--- src/rtl/fft_pkg.sv ---
// Shared types for the FFT front end: complex sample layout and loader FSM states.
package fft_pkg;

  localparam int CPLX_FRAC_BITS = 15;
  localparam int RE = 0;
  localparam int IM = 1;

  typedef logic [1:0][CPLX_FRAC_BITS:0] cplx_t;

  typedef enum logic {
    ST_FILL = 1'b0,
    ST_WAIT = 1'b1
  } loader_state_t;

endpackage

--- src/rtl/fft_frame_loader.sv ---
// Collects a stream of complex samples into a parallel POINT_FFT-wide frame,
// double-buffered so a new frame can fill while the previous one waits downstream.
module fft_frame_loader
  import fft_pkg::*;
#(
  parameter int POINT_FFT_POW2 = 4,
  parameter int FRAC_BITS      = 15
) (
  input  logic                                      clk_i,
  input  logic                                      rst_i,
  input  logic                                      s_valid_i,
  output logic                                      s_ready_o,
  input  logic [1:0][FRAC_BITS:0]                   s_data_i,
  input  logic                                      s_last_i,
  output logic [(1<<POINT_FFT_POW2)-1:0][1:0][FRAC_BITS:0] frame_o,
  output logic                                      frame_valid_o,
  input  logic                                      frame_ready_i,
  output logic                                      len_err_o,
  output logic [15:0]                               frame_cnt_o
);

  localparam int POINT_FFT = 1 << POINT_FFT_POW2;
  localparam logic [POINT_FFT_POW2-1:0] IDX_LAST = POINT_FFT_POW2'(POINT_FFT - 1);
  localparam logic [POINT_FFT_POW2-1:0] IDX_ONE  = POINT_FFT_POW2'(1);

  loader_state_t                              r_state;
  logic [POINT_FFT_POW2-1:0]                  r_wr_idx;
  logic [POINT_FFT-1:0][1:0][FRAC_BITS:0]     r_buf;
  logic [POINT_FFT-1:0][1:0][FRAC_BITS:0]     r_frame;
  logic                                       r_frame_valid;
  logic                                       r_len_err;
  logic [15:0]                                r_frame_cnt;

  loader_state_t                              w_state_next;
  logic [POINT_FFT_POW2-1:0]                  w_wr_idx_next;
  logic                                       w_valid_next;
  logic                                       w_len_err_next;
  logic                                       w_load_new;
  logic                                       w_load_buf;
  logic                                       w_s_xfer;
  logic                                       w_f_xfer;
  logic                                       w_out_free;
  logic [POINT_FFT-1:0][1:0][FRAC_BITS:0]     w_full_frame;

  assign s_ready_o     = !rst_i && (r_state == ST_FILL);
  assign frame_o       = r_frame;
  assign frame_valid_o = r_frame_valid;
  assign len_err_o     = r_len_err;
  assign frame_cnt_o   = r_frame_cnt;

  assign w_s_xfer   = s_valid_i && s_ready_o;
  assign w_f_xfer   = r_frame_valid && frame_ready_i;
  assign w_out_free = !r_frame_valid || w_f_xfer;

  // The closing sample bypasses the buffer so the frame is visible one cycle after it.
  always_comb begin
    w_full_frame                = r_buf;
    w_full_frame[POINT_FFT-1]   = s_data_i;
  end

  always_comb begin
    w_state_next   = r_state;
    w_wr_idx_next  = r_wr_idx;
    w_valid_next   = r_frame_valid;
    w_len_err_next = 1'b0;
    w_load_new     = 1'b0;
    w_load_buf     = 1'b0;
    if (w_f_xfer) begin
      w_valid_next = 1'b0;
    end
    case (r_state)
      ST_FILL: begin
        if (w_s_xfer) begin
          if (r_wr_idx == IDX_LAST) begin
            w_wr_idx_next = '0;
            if (w_out_free) begin
              w_load_new   = 1'b1;
              w_valid_next = 1'b1;
            end else begin
              w_state_next = ST_WAIT;
            end
          end else if (s_last_i) begin
            w_wr_idx_next  = '0;
            w_len_err_next = 1'b1;
          end else begin
            w_wr_idx_next = r_wr_idx + IDX_ONE;
          end
        end
      end
      ST_WAIT: begin
        if (w_f_xfer) begin
          w_load_buf   = 1'b1;
          w_valid_next = 1'b1;
          w_state_next = ST_FILL;
        end
      end
      default: w_state_next = ST_FILL;
    endcase
  end

  always_ff @(posedge clk_i) begin
    if (rst_i) begin
      r_state       <= ST_FILL;
      r_wr_idx      <= '0;
      r_frame_valid <= 1'b0;
      r_len_err     <= 1'b0;
      r_frame_cnt   <= '0;
      r_frame       <= '0;
      r_buf         <= '0;
    end else begin
      r_state       <= w_state_next;
      r_wr_idx      <= w_wr_idx_next;
      r_frame_valid <= w_valid_next;
      r_len_err     <= w_len_err_next;
      if (w_s_xfer) begin
        r_buf[r_wr_idx] <= s_data_i;
      end
      if (w_load_new) begin
        r_frame <= w_full_frame;
      end else if (w_load_buf) begin
        r_frame <= r_buf;
      end
      if (w_f_xfer) begin
        r_frame_cnt <= r_frame_cnt + 16'd1;
      end
    end
  end

endmodule

--- config.mk ---
export PLATFORM = sky130hd
export DESIGN_NAME = fft_frame_loader
export DESIGN_NICKNAME = d
export VERILOG_FILES = /design/src/rtl/fft_pkg.sv /design/src/rtl/fft_frame_loader.sv
export SDC_FILE = /design/constraint.sdc
export NUM_CORES = 2
export LEC_CHECK = 0
export CAP_MARGIN = 20
export CORE_MARGIN = 2
export CORE_UTILIZATION = 50
export CTS_CLUSTER_DIAMETER = 40
export DETAILED_ROUTE_END_ITERATION = 7
export GPL_TIMING_DRIVEN = 0
export PLACE_DENSITY = 0.74
export SETUP_SLACK_MARGIN = 0.05
export SYNTH_ARGS = -nofsm -noshare
export SYNTH_HDL_FRONTEND = slang
export SYNTH_SLANG_ARGS = --single-unit
--- constraint.sdc ---
create_clock -name clk_i -period 2.3 [get_ports clk_i]
set_input_delay 0.23 -clock clk_i [delete_from_list [all_inputs] [get_ports clk_i]]
set_output_delay 0.23 -clock clk_i [all_outputs]
set_load 0.01 [all_outputs]
# Word level (Yosys, flattened, before mapping)
# Cells that the tools add are included.
dict set report totals {
  wordCells 111
  regBits 1047
  in_bits 37
  out_inout_bits 531
}
dict set report op_classes {
  n_bitwise 2
  add_sub_neg 2
  mux 25
  n_lt_le_gt_ge 2
  eq_ne 1
  reduce_logical 10
}
# operator count
set op_table {}
lappend op_table {{2-to-1 mux 512 bit} 2}
lappend op_table {{bitwise mux 512 bit} 1}
lappend op_table {{demux 32 bit (select 4 bit)} 1}
lappend op_table {{2-to-1 mux 32 bit} 1}
lappend op_table {{adder 16 x 1 -> 16 bit, second input constant} 1}
lappend op_table {{2-to-1 mux 1 bit} 16}
lappend op_table {{2-to-1 mux 4 bit} 2}
lappend op_table {{< comparator 4 x 5 -> 1 bit, second input constant} 1}
lappend op_table {{adder 4 x 1 -> 4 bit, second input constant} 1}
lappend op_table {{equality test 4 bit, second input constant} 1}
lappend op_table {{greater-or-equal comparator 4 x 1 -> 1 bit, second input constant} 1}
lappend op_table {{logical AND 1 bit} 4}
lappend op_table {{case mux 1 bit (2 select lines)} 2}
lappend op_table {{OR reduction 4 bit} 1}
lappend op_table {{logical NOT 1 bit} 2}
lappend op_table {{inverter 1 bit} 2}
lappend op_table {{AND reduction 2 bit} 1}
lappend op_table {{nonzero test 2 bit} 1}
lappend op_table {{logical OR 1 bit} 1}

# Logic depth before layout (Yosys ltp)
dict set report depth {
  word_depth 7
  mapped_depth 9
  depth_no_buf 5
}

# Least setup slack after synthesis
# OpenSTA, ideal clock, no wires.
dict set report synth_path {
  kind {register -> register}
  startpoint {reg r_wr_idx[0]}
  endpoint {reg r_frame (netlist bit frame_o[0])}
  path_stages_with_launch 10
  synth_period_minus_slack_ps 1825
  n_path_buf 4
  path_slack_ps 475
  setup_ps 132
  arrival_time_ps 1692
  path_cell_list {dfxtp_1 -> ha_1 -> and4bb_2 -> buf_4 -> a31o_2 -> buf_6 -> buf_6 -> buf_2 -> nand2_1 -> a21oi_1}
}
dict set report synth_between {
  elab_chain_len 5
  word_cells_on_any_way 6
}
# element line
set synth_rtl {}
lappend synth_rtl {{start: declaration} fft_frame_loader.sv:27} ;# logic [POINT_FFT_POW2-1:0] r_wr_idx;
lappend synth_rtl {{start signal: assignment} fft_frame_loader.sv:112} ;# r_wr_idx <= w_wr_idx_next;
lappend synth_rtl {{equality test 4 bit (*)} fft_frame_loader.sv:74} ;# if (r_wr_idx == IDX_LAST) begin
lappend synth_rtl {{2-to-1 mux 1 bit (*)} fft_frame_loader.sv:74}
lappend synth_rtl {{2-to-1 mux 1 bit (*)} fft_frame_loader.sv:73} ;# if (w_s_xfer) begin
lappend synth_rtl {{2-to-1 mux 1 bit (*)} fft_frame_loader.sv:71} ;# case (r_state)
lappend synth_rtl {{2-to-1 mux 512 bit / nonzero test 2 bit (equally long branches)} n/a}
lappend synth_rtl {{end signal: assignment} fft_frame_loader.sv:119} ;# r_frame <= w_full_frame;
lappend synth_rtl {{end signal: assignment} fft_frame_loader.sv:121} ;# r_frame <= r_buf;
lappend synth_rtl {{end: declaration} fft_frame_loader.sv:29} ;# logic [POINT_FFT-1:0][1:0][FRAC_BITS:0] r_frame;
# Every way passes the cells marked *; elsewhere a longest branch is shown, timed or not.
# A chain may end at the register's enable or synchronous reset.

# Worst setup path in the final report
dict set report layout_path {
  startpoint {reg r_wr_idx[0]}
  endpoint {reg r_frame (netlist bit frame_o[92])}
}
# Same word-level chain as after synthesis.

==> impl_metrics.env <==
export IMPL_fin_nets=5407
export IMPL_wire_per_inst_um=20.5
export IMPL_grt_use_total_pct=33.7
export IMPL_routed_via_density=5.41
export IMPL_cts_tree="built"
export IMPL_syn_inst=4672
export IMPL_cts_buffers=133
export IMPL_setup_viol_count_final=0
export IMPL_clock_path_buffers=3
export IMPL_timing_final_crit_share_pct=95.7
export IMPL_ys_dominant_reg_cell="dfxtp_1"
export IMPL_core_area_mm2=0.0727
export IMPL_synth_most_common_cell="nand2_1"
export IMPL_seq_area_frac_synth_pct=57.2
export IMPL_finalHoldViolations=0
export IMPL_crit_path_end_kind="flop"
export IMPL_drtIter0Drc=3330
export IMPL_grt_max_degree=17
export IMPL_synth_cell_type_count=34
export IMPL_synth_area_per_cell_um2=7.84
export IMPL_io_buffers=533
export IMPL_worstPathRequired_ns=2.94
export IMPL_max_clock_freq_mhz=454
export IMPL_cts_root_buf="clkbuf_16"
export IMPL_clkSlewWorstSetupHoldPaths_ns=0.06
export IMPL_dpl_hpwl_mm=94.0
export IMPL_synthToLayoutAreaGrowth_pct=31.8
export IMPL_drt_wl_total_mm=132
export IMPL_drc=0
export IMPL_grt_pass1_vias=32000
export IMPL_ys_ff_latch=1047
export IMPL_placed_area_mm2=0.0435
export IMPL_slew_headroom_pct=15.8
export IMPL_finalNonFillerCells=6426
export IMPL_grt_pass1_wl_mm=191
export IMPL_ys_warn_count=0
export IMPL_rows=99
export IMPL_hold_class="in -> reg"
export IMPL_vias=34800
export IMPL_place_gp_congestion=0.876
export IMPL_syn_nets=4714
export IMPL_cp_arrival_ns=2.84
export IMPL_boundaryPins=568
export IMPL_fp_dieW_um=275
export IMPL_clock_latency_ns=0.72
export IMPL_yosys_top_cells_count="nand2_1, dfxtp_1, a21oi_1"
export IMPL_critical_path_class="reg -> reg"
export IMPL_fin_area_mm2=0.0483
export IMPL_finClkSkew_ns=0.0270
export IMPL_p_leak_nw=16.0
export IMPL_antenna_found_initial=3
export IMPL_worstMarginPinSlew_ns=1.26
export IMPL_power_density_mw_per_mm2=826
export IMPL_fin_crit_ns=2.20
export IMPL_rsz0062_at_grt="yes"
export IMPL_synth_area_leaders="dfxtp_1, nand2_1, a21oi_1"
export IMPL_async_reset_ff_share_pct=0
export IMPL_die_h_um=275
export IMPL_die_area_mm2=0.0754
export IMPL_cts_num_sinks=1047
export IMPL_ir_drop_mv=0.624
export IMPL_critical_path_max_fanout=10
export IMPL_dp_cells=6187
export IMPL_place_ws_ns=-0.397
export IMPL_route_antenna_remaining_nets=0
export IMPL_synth_top_area_cell="dfxtp_1"
export IMPL_synth_top_cell_area_share_pct=57.2
export IMPL_firstDrtPassIters=5
export IMPL_finalPower_w=0.0399
export IMPL_outcome="finished, final reports clean"
export IMPL_drv_cap=0
export IMPL_slew_viol_final=0
export IMPL_antenna_cells=0
export IMPL_grt_ovfl_total=0
export IMPL_synth_area_mm2=0.0366
export IMPL_start_kind="flop"
export IMPL_synth_enable_flop_cells=0
export IMPL_drive_above_1_share_pct=7.96
export IMPL_start_util_pct=50.4
export IMPL_fin_ws_ns=0.0997
export IMPL_h_tree_depth=4
export IMPL_finalSetupTns_ns=0
[layout by cell type (no fill, tap or decap), drive strengths merged, types with 2 or more instances in the layout]
| cell | synthesis | layout |
|---|---|---|
| nor3 | 2 | 2 |
| a21oi | 1000 | 1000 |
| and4 | 3 | 3 |
| and2 | 6 | 6 |
| nand4 | 5 | 5 |
| buf | 140 | 155 |
| ha | 5 | 5 |
| dlygate4sd3 | 0 | 8 |
| clkinvlp | 0 | 13 |
| bufinv | 0 | 7 |
| nor2 | 50 | 50 |
| nor3b | 2 | 2 |
| clkdlybuf4s50 | 0 | 533 |
| nand2 | 1996 | 1996 |
| nor2b | 5 | 5 |
| nand3 | 20 | 20 |
| clkinv | 0 | 30 |
| inv | 4 | 19 |
| dfxtp | 1047 | 1047 |
| clkbuf | 278 | 452 |
| o21ai | 6 | 6 |
| a211oi | 32 | 32 |
| mux2i | 31 | 31 |
| a31o | 2 | 2 |
| and3 | 15 | 15 |
| xor2 | 11 | 11 |
| or3 | 3 | 3 |
[layer usage]
metal,track usage (%),up-vias,share of wire [%]
met5,0,-,0.020
met4,17.8,4,5.6
met3,8.04,343,9.2
met2,52.5,1549,45
met1,43.3,16500,40
li1,-,16400,-
[worst paths after layout]
path,cells after the start,slack [ns],to,from
worst max-delay path,9,0.1,frame_o[92],r_wr_idx[0]
worst max register to register,9,0.1,frame_o[92],r_wr_idx[0]
worst min-delay path,3,0.05,r_buf[2],s_data_i[2]
worst min register to register,2,0.43,frame_o[334],r_buf[334]
[area by class of cell]
type                       instances  area, µm²
sequential                      1047      21000
multi-input combinational       3203      13900
clock inverter                    65        686
tap                              959       1200
fill                            6011      24400
clock buffer                     172       3750
timing repair buffer             566       5820
inverter                           4       15.0
buffer                           410       1890
[through the flow]
stage | utilization (%) | hold slack, ns
floorplan | - | 0.376
global placement | 59.4 | 0.438
detailed placement | 59.9 | 0.442
CTS | 66.2 | 0.00828
global route | 66.4 | 0.0399
finish | 66.4 | 0.0534
[state kept, by name, summed over array words and instances, names as in the netlist]
name	flops
frame_cnt_o	16
frame_o	512
frame_valid_o	1
len_err_o	1
r_buf	512
r_state	1
r_wr_idx	4
[timing repair]
item,4_1_cts,5_1_grt
hold endpoints to repair,38,0
setup buffers,0,1
setup endpoints to repair,486,811
hold buffers,8,0
resized for setup,40,76
[critical path: stages, from the launching register on]
cell and delay [ns]:
dfxtp_2 0.40, ha_4 0.18, and4bb_2 0.28, buf_4 0.20, a31o_4 0.21, buf_8 0.20
buf_12 0.19, buf_2 0.21, nand2_1 0.09, a21oi_1 0.18
[logic make-up (layout without fill, tap and decap cells)]
| logic type | Yosys count | count (layout) | share of synthesized area, % |
|---|---|---|---|
| simple gates | 2111 | 2111 | 22.1 |
| flops | 1047 | 1047 | 57.2 |
| compound gates | 1044 | 1044 | 14.5 |
| buf+inv | 422 | 1217 | 4.85 |
| mux | 32 | 32 | 0.878 |
| xor+xnor | 11 | 11 | 0.263 |
| fa+ha+maj | 5 | 5 | 0.171 |
[report_power, final]
| part | internal, W | switching [W] |
|---|---|---|
| sequential | 0.0182 | 0.0000200 |
| combinational | 0.000195 | 0.000889 |
| clock | 0.0124 | 0.00815 |
| total | 0.0308 | 0.00906 |
No activity file was read; power rests on OpenSTA's default activity.
